### src/rtl/fetch_aligner.sv
// Fetch aligner: issues word reads, splits returned words into a halfword FIFO and
// presents one 16-bit or 32-bit instruction at a time with its PC.
module fetch_aligner #(
    parameter logic [31:0] RESET_PC = 32'h0000_0000
) (
    input  logic        clk,
    input  logic        rst,
    output logic        memReq,
    output logic [31:0] memAddr,
    input  logic        memValid,
    input  logic [31:0] memData,
    input  logic        redirect,
    input  logic [31:0] redirectTarget,
    output logic        instValid,
    input  logic        instReady,
    output logic [31:0] instruction,
    output logic        compressed,
    output logic [31:0] instPC
);

    typedef enum logic [1:0] {S_REQ, S_WAIT, S_DROP} state_t;

    state_t      r_state;
    logic [15:0] r_buf [0:3];
    logic [2:0]  r_bufCnt;
    logic [31:0] r_headPC;
    logic [31:0] r_fetchPC;
    logic        r_skipHalf;

    logic        w_headIsComp;
    logic        w_instValid;
    logic        w_accept;
    logic [2:0]  w_popN;
    logic [2:0]  w_cntAfterPop;
    logic        w_issue;
    logic        w_push;
    logic [15:0] w_nextBuf [0:3];
    logic [2:0]  w_nextCnt;
    logic        w_unusedTargetBit;

    assign w_unusedTargetBit = redirectTarget[0];

    assign w_headIsComp  = (r_buf[0][1:0] != 2'b11);
    assign w_instValid   = ((r_bufCnt >= 3'd1) && w_headIsComp) ||
                           ((r_bufCnt >= 3'd2) && !w_headIsComp);
    assign w_accept      = w_instValid && instReady;
    assign w_popN        = !w_accept ? 3'd0 : (w_headIsComp ? 3'd1 : 3'd2);
    assign w_cntAfterPop = r_bufCnt - w_popN;
    // Issuing only when at most two entries remain keeps a full-word push within capacity.
    assign w_issue       = rst && (r_state == S_REQ) && !redirect && (w_cntAfterPop <= 3'd2);
    assign w_push        = (r_state == S_WAIT) && memValid;

    assign memReq      = w_issue;
    assign memAddr     = r_fetchPC;
    assign instValid   = w_instValid;
    assign compressed  = w_instValid && w_headIsComp;
    assign instPC      = r_headPC;
    assign instruction = !w_instValid ? 32'h0 :
                         (w_headIsComp ? {16'h0, r_buf[0]} : {r_buf[1], r_buf[0]});

    always_comb begin
        w_nextBuf[0] = r_buf[0];
        w_nextBuf[1] = r_buf[1];
        w_nextBuf[2] = r_buf[2];
        w_nextBuf[3] = r_buf[3];
        if (w_popN == 3'd2) begin
            w_nextBuf[0] = r_buf[2];
            w_nextBuf[1] = r_buf[3];
            w_nextBuf[2] = 16'h0;
            w_nextBuf[3] = 16'h0;
        end else if (w_popN == 3'd1) begin
            w_nextBuf[0] = r_buf[1];
            w_nextBuf[1] = r_buf[2];
            w_nextBuf[2] = r_buf[3];
            w_nextBuf[3] = 16'h0;
        end
        w_nextCnt = w_cntAfterPop;
        // Arriving halves land behind whatever survives this cycle's pop.
        if (w_push) begin
            if (!r_skipHalf) begin
                for (int i = 0; i < 4; i++) begin
                    if (3'(i) == w_nextCnt) w_nextBuf[i] = memData[15:0];
                end
                w_nextCnt = w_nextCnt + 3'd1;
            end
            for (int i = 0; i < 4; i++) begin
                if (3'(i) == w_nextCnt) w_nextBuf[i] = memData[31:16];
            end
            w_nextCnt = w_nextCnt + 3'd1;
        end
    end

    always_ff @(posedge clk) begin
        if (!rst) begin
            r_state    <= S_REQ;
            r_bufCnt   <= 3'd0;
            r_fetchPC  <= {RESET_PC[31:2], 2'b00};
            r_skipHalf <= RESET_PC[1];
            r_headPC   <= {RESET_PC[31:1], 1'b0};
            for (int i = 0; i < 4; i++) r_buf[i] <= 16'h0;
        end else if (redirect) begin
            r_bufCnt   <= 3'd0;
            r_headPC   <= {redirectTarget[31:1], 1'b0};
            r_fetchPC  <= {redirectTarget[31:2], 2'b00};
            r_skipHalf <= redirectTarget[1];
            // A still-pending response belongs to the old stream and must be swallowed.
            r_state    <= ((r_state == S_WAIT || r_state == S_DROP) && !memValid) ? S_DROP : S_REQ;
        end else begin
            r_buf    <= w_nextBuf;
            r_bufCnt <= w_nextCnt;
            if (w_accept) r_headPC <= r_headPC + (w_headIsComp ? 32'd2 : 32'd4);
            case (r_state)
                S_REQ: begin
                    if (w_issue) r_state <= S_WAIT;
                end
                S_WAIT: begin
                    if (memValid) begin
                        r_skipHalf <= 1'b0;
                        r_fetchPC  <= r_fetchPC + 32'd4;
                        r_state    <= S_REQ;
                    end
                end
                S_DROP: begin
                    if (memValid) r_state <= S_REQ;
                end
                default: r_state <= S_REQ;
            endcase
        end
    end

endmodule

### config.mk
export PLATFORM = sky130hd
export DESIGN_NAME = fetch_aligner
export DESIGN_NICKNAME = d
export VERILOG_FILES = /design/src/rtl/fetch_aligner.sv
export SDC_FILE = /design/constraint.sdc
export NUM_CORES = 1
export LEC_CHECK = 0
export CAP_MARGIN = 30
export CORE_ASPECT_RATIO = 1.25
export CORE_MARGIN = 2
export CORE_UTILIZATION = 25
export CTS_BUF_LIST = sky130_fd_sc_hd__clkbuf_4 sky130_fd_sc_hd__clkbuf_8 sky130_fd_sc_hd__clkbuf_16
export CTS_CLUSTER_SIZE = 12
export DETAILED_ROUTE_END_ITERATION = 12
export GPL_ROUTABILITY_DRIVEN = 0
export MAX_ROUTING_LAYER = met4
export PLACE_DENSITY = 0.54
export RECOVER_POWER = 50
export SETUP_SLACK_MARGIN = 0.2
export SYNTH_ARGS = -nofsm -noshare
export SYNTH_HDL_FRONTEND = slang
export SYNTH_SLANG_ARGS = --single-unit
### constraint.sdc
create_clock -name clk -period 5 [get_ports clk]
set_clock_uncertainty 0.2 [all_clocks]
set_input_delay 0.5 -clock clk [delete_from_list [all_inputs] [get_ports clk]]
set_output_delay 0.5 -clock clk [all_outputs]
set_load 0.03 [all_outputs]
Word level (Yosys, flattened, before mapping)
Cells that the tools add are included.
Widths: inputs -> output; s select.
{"block": "totals", "reg_bits": 134, "input_bits": 69, "out_inout_bits": 99, "word_cells": 91}
{"block": "op_classes", "n_addsub": 5, "n_lt_le_gt_ge": 3, "n_eq_ne": 13, "mux": 33, "bitwise_logic": 1, "n_reduce_logical": 25}
{"cell": "$mux 64", "count": 4}
{"cell": "$mux 32", "count": 7}
{"cell": "$mux 16", "count": 8}
{"cell": "$add 32x3->32", "count": 1}
{"cell": "$add 32x3->32 const B", "count": 1}
{"cell": "$eq 2x3->1 const A", "count": 4}
{"cell": "$mux 2", "count": 6}
{"cell": "$mux 3", "count": 4}
{"cell": "$logic_and 1x1->1", "count": 9}
{"cell": "$add 3x1->3 const B", "count": 2}
{"cell": "$eq 1x3->1 const A", "count": 2}
{"cell": "$logic_not 3->1", "count": 2}
{"cell": "$reduce_and 2->1", "count": 3}
{"cell": "$reduce_bool 2->1", "count": 3}
{"cell": "$eq 2x1->1 const B", "count": 2}
{"cell": "$eq 2x2->1 const B", "count": 2}
{"cell": "$pmux 2 s2", "count": 1}
{"cell": "$reduce_or 2->1", "count": 2}
{"cell": "$ge 3x1->1 const B", "count": 1}
{"cell": "$ge 3x2->1 const B", "count": 1}
{"cell": "$le 3x2->1 const B", "count": 1}
{"cell": "$logic_not 1->1", "count": 3}
{"cell": "$mux 1", "count": 3}
{"cell": "$ne 3x1->1 const B", "count": 1}
{"cell": "other kinds (6)", "count": 7}

Logic depth before layout (Yosys ltp)
{"block": "depth", "depth_word": 13, "ltp_mapped": 21, "mapped_depth_nobuf": 18}

Worst setup path before layout
No wires, ideal clock.
{"block": "synth_path", "kind": "input port to flip-flop", "start": "in instReady", "end": "reg r_buf[10] in the netlist's numbering", "setup_time_ps": 118, "t_arrival_ps": 4000, "required_time_ps": 4682, "path_slack_ps": 682, "cell_stages": 15, "path_buffers": 4, "cell_sequence": "buf_2 -> o2111ai_1 -> clkbuf_1 -> fa_1 -> xnor2_2 -> inv_1 -> ha_1 -> nor2_1 -> a21oi_1 -> ha_1 -> clkbuf_1 -> buf_1 -> mux2_2 -> a22oi_1 -> nor2b_1"}
{"block": "synth_via", "elab_chain_cells": 9, "elab_cells_between_ends": 16, "classes_between": "2 x add/sub; 4 x eq/ne; 9 x mux; 1 x reduce/logical"}
{"element": "start: declaration", "line": "15", "source": "input logic instReady,"}
{"element": "$logic_and 1x1->1 *", "line": "46", "source": "assign w_accept = w_instValid && instReady;"}
{"element": "$mux 2 *", "line": "47", "source": "assign w_popN = !w_accept ? 3'd0 : (w_headIsComp ? 3'd1 : 3'd2);"}
{"element": "$sub 3x2->3 or $eq 2x1->1 (tied branches)", "line": "48, 71"}
{"element": "$add 3x1->3 or $mux 64 (tied branches)", "line": "84, 71"}
{"element": "$mux 3 or $mux 64 (tied branches)", "line": "80, 66"}
{"element": "$mux 3 or $mux 16 (tied branches)", "line": "79, 82"}
{"element": "$eq 2x3->1 or $mux 64 (tied branches)", "line": "87, 80"}
{"element": "$mux 16", "line": "87", "source": "if (3'(i) == w_nextCnt) w_nextBuf[i] = memData[31:16];"}
{"element": "$mux 64 *", "line": "79", "source": "if (w_push) begin"}
{"element": "end signal: assignment", "line": "109", "source": "r_buf <= w_nextBuf;"}
{"element": "end: declaration", "line": "24", "source": "logic [15:0] r_buf [0:3];"}
Every way passes the cells marked *; elsewhere a longest branch is shown, timed or not. The select of a mux whose other input is x is not followed.
A chain may end at the register's enable or synchronous reset.

Final worst setup path
{"block": "layout_path", "start": "reg r_buf[49] in the netlist's numbering", "end": "reg r_headPC[17], in the netlist instPC[17]"}
{"block": "layout_via", "elab_chain_cells": 6, "elab_cells_between_ends": 11, "classes_between": "1 x add/sub; 1 x eq/ne; 3 x mux; 6 x reduce/logical"}
{"element": "$ne 2x2->1 *", "line": "43", "source": "assign w_headIsComp = (r_buf[0][1:0] != 2'b11);"}
{"element": "parallel branches: the longest is 5 deep, another holds $add 32x3->32"}
{"element": "end signal: assignment", "line": "99", "source": "r_headPC <= {RESET_PC[31:1], 1'b0};"}
{"element": "end signal: assignment", "line": "103", "source": "r_headPC <= {redirectTarget[31:1], 1'b0};"}
{"element": "end signal: assignment", "line": "111", "source": "if (w_accept) r_headPC <= r_headPC + (w_headIsComp ? 32'd2 : 32'd4);"}
{"element": "end: declaration", "line": "26", "source": "logic [31:0] r_headPC;"}
Mark *: on every way between the ends. The select of a mux whose other input is x is not followed.

==> metrics.txt <==
PortBufs=about 160; clk_lat worst skew=0.43 ns; setup bufs post-CTS=0; Slew headroom=-48.8%; clock tree buffer depth=2; Sequential Power Share=40.6%; Tmin final=about 4.4 ns; total grt overflow=0; Layout Nets=between 1000 and 1500; Vias/cell=roughly 5.3; Fmax=roughly 0.23 GHz; reg2reg end=instPC[17]; MaxCap Viol Count=2; RSZ-0062 raised after global routing=false; CP peak stage delay=1.33 ns; P&R area growth vs syn=32.2%; CP Class=flop to flop; wire per inst=19.1 microns; DP Area=about 10000 sq um; FP Rows=73; Ports=168; YS warnings=0; Startpoint Class=flop; Die Wd=164 microns; end-of-flow core utilization=33.5%; critical-path cell list=and2_0 -> inv_1 -> clkbuf_1 -> ha_1 -> fa_1 -> and2_0 -> o21ai_2 -> or2_1 -> or4_1 -> a31oi_1; CTS tree=done; Logic pwr share=15.2%; library cells used by synthesis=62; cell taking the most area after synthesis=dfxtp_1; Clock Power Share=around 44%; cell family with most CP delay=buffers and inverters; final number of hold-violating endpoints=0; Root Driver=clkbuf_16; Post-Place Worst Slack=0.495 ns; Setup crit start=r_buf[49]; initial antenna violation count=1; DRT iter0 DRCs=684; fin crit share=between 80% and 90%; first-pass GRT wire length=46.8 mm; TritonCTS sink count=between 100 and 150; asr flop ratio synth=0%; Syn Std Cell Area=8030 sq um; total wire length=30.5 mm; register area share after synthesis=32.7%; DP HPWL=about 20 mm; pin count of the biggest net entering global routing=90; R2R cell count=10; DRC Markers=0; worst flop-to-flop path startpoint=r_buf[49]; Hold Crit Class=flop to flop; die footprint=between 30000 and 40000 sq um; cts hold-fix bufs=0; failing checks=max-capacitance violations, max-slew violations; core area=31700 sq um; total net switching power=0.838 mW; Lkg Pwr=3.72 nW; peak supply drop=0.137 mV; GR Util All Layers=18.6%; Critical Path Fanout Max=32; WP data arrival=4.50 ns; internal reg-to-reg setup slack=0.65 ns; number of global-route vias before repair=7983; Buf/Inv on CP=2; most used cell along the critical path=and2_0; Clock transition at path regs=0.07 ns; Placed Instances=1567; dominant synthesized flop cell=dfxtp_1; Setup TNS=0 ns; Final WS setup=between 0.6 and 0.7 ns; crit path capture=instPC[17]; vias=8434; max-slew violations=73; Die Span Y=between 200 and 250 microns; Final ANT Viol Nets=0; CTS resizes=0; layout cells sized above 1=7.08%; non-filler cells, final=1600; Synth Register Bits=131; Synth Instances=1051; hold slack=0.288 ns; switching share of power=between 30% and 40%; transition time at the pin with the least slew margin=2.23 ns; initial core utilization=around a quarter; top-area cell type share of the netlist area=between 30% and 40%; status=finished with violations; Required @ worst endpoint=5.15 ns; ranking of synthesized cells by area=dfxtp_1 33%, o21ai_0 5.8%, nand3_1 5.5%; total power=2.79 mW; crit end category=flop; Pint=1.95 mW; setup violators final=0; Post-synth EDFFs=0; Mean Syn Cell Area=roughly 7.6 sq um; post-route cell area=10600 sq um; critical path's slowest cell=clkbuf_1; CTS H-Tree Depth=4; DRT Pass-1 Iters=5; total CTS buffers=17; Cell Pwr Density=263 nW/um^2; Critical Path Stages=10
cells by family (layout without fill, tap and decap cells):
kind of cell               count (synthesis)  in the layout  synth area share (%)
other                                      1              4                0.0467
xor gates and xnor gates                  51             51                  5.66
DFF                                      131            131                  32.7
muxes                                     36             36                  4.74
AOI/OAI and AO/OA                        285            285                  22.7
buffers and inverters                    114            248                  5.69
adders and majority gates                 18             18                  2.99
and+or+nand+nor                          415            415                  25.6
state kept, by name, summed over array words and instances, names as in the netlist:
name	count
memAddr	30
r_bufCnt	3
r_state	2
r_skipHalf	1
instPC	31
r_buf	64
worst min-delay path, stage by stage (launching register included):
cell and delay [ns]:
dfxtp_1 0.32, nand3_1 0.06, o21ai_0 0.07
power groups by stage:
stage	logic, mW	registers [mW]	clock network, mW
4_1_cts	0.437	1.13	1.26
6_report	0.424	1.13	1.23
2_1_floorplan	0.170	1.21	0
3_3_place_gp	0.434	1.16	0
5_1_grt	0.457	1.14	1.30
3_5_place_dp	0.435	1.16	0
placed cells by master (no fill, tap or decap), types with 6 or more instances in the layout:
master	n
nor3_1	50
a21oi_1	62
nand3_1	89
dfxtp_1	131
nor2b_1	34
a22oi_1	15
nor2_1	114
a21o_1	6
mux2_2	16
a221o_1	15
and3_1	20
xnor2_1	46
o311ai_0	14
or3_1	7
o41ai_1	16
inv_1	25
dlygate4sd3_1	71
nor4_1	15
mux2i_1	20
a31oi_1	38
clkdlybuf4s50_1	89
ha_1	16
buf_4	22
o21ai_0	93
and4_1	11
clkbuf_16	17
nand2_1	52
cell usage after synthesis, types with 20 or more instances:
cell type / instances
nand2_1: 52
a21oi_1: 63
clkbuf_1: 66
xnor2_1: 46
nor2_1: 114
nor2b_1: 34
inv_1: 25
nor3_1: 50
mux2i_1: 20
a31oi_1: 38
dfxtp_1: 131
nand3_1: 89
and3_1: 20
o21ai_0: 93
metal layers:
metal / track usage (%) / part of all wire [%] / up-vias / routed length [microns]
li1: - / - / 4064 / -
met1: 23.9 / 45 / 3982 / 13600
met2: 29.6 / 47 / 350 / 14200
met3: 2.96 / 6.7 / 38 / 2040
met4: 5.86 / 1.9 / 0 / 585
met5: - / 0 / - / 0
final cells by class:
class	instances	area [sq um]
clock inverter	14	129
tap	412	515
antenna	1	2.50
clock buffer	18	433
sequential	131	2620
fill	3364	21100
multi-input combinational	808	4980
inverter	26	97.6
timing repair buffer	190	1830
how the worst min path moves through the flow:
| stage | slack (ns) | cells past startpoint | end | start |
|---|---|---|---|---|
| floorplan | 0.25 | 2 | r_buf[53] | r_buf[53] |
| global placement | 0.28 | 2 | r_buf[53] | r_buf[53] |
| detailed placement | 0.28 | 2 | r_buf[53] | r_buf[53] |
| CTS | 0.29 | 2 | r_buf[53] | r_buf[53] |
| global route | 0.33 | 2 | r_buf[53] | r_buf[53] |
| finish | 0.29 | 2 | r_buf[53] | r_buf[53] |
(Power assumes the default switching activity.)
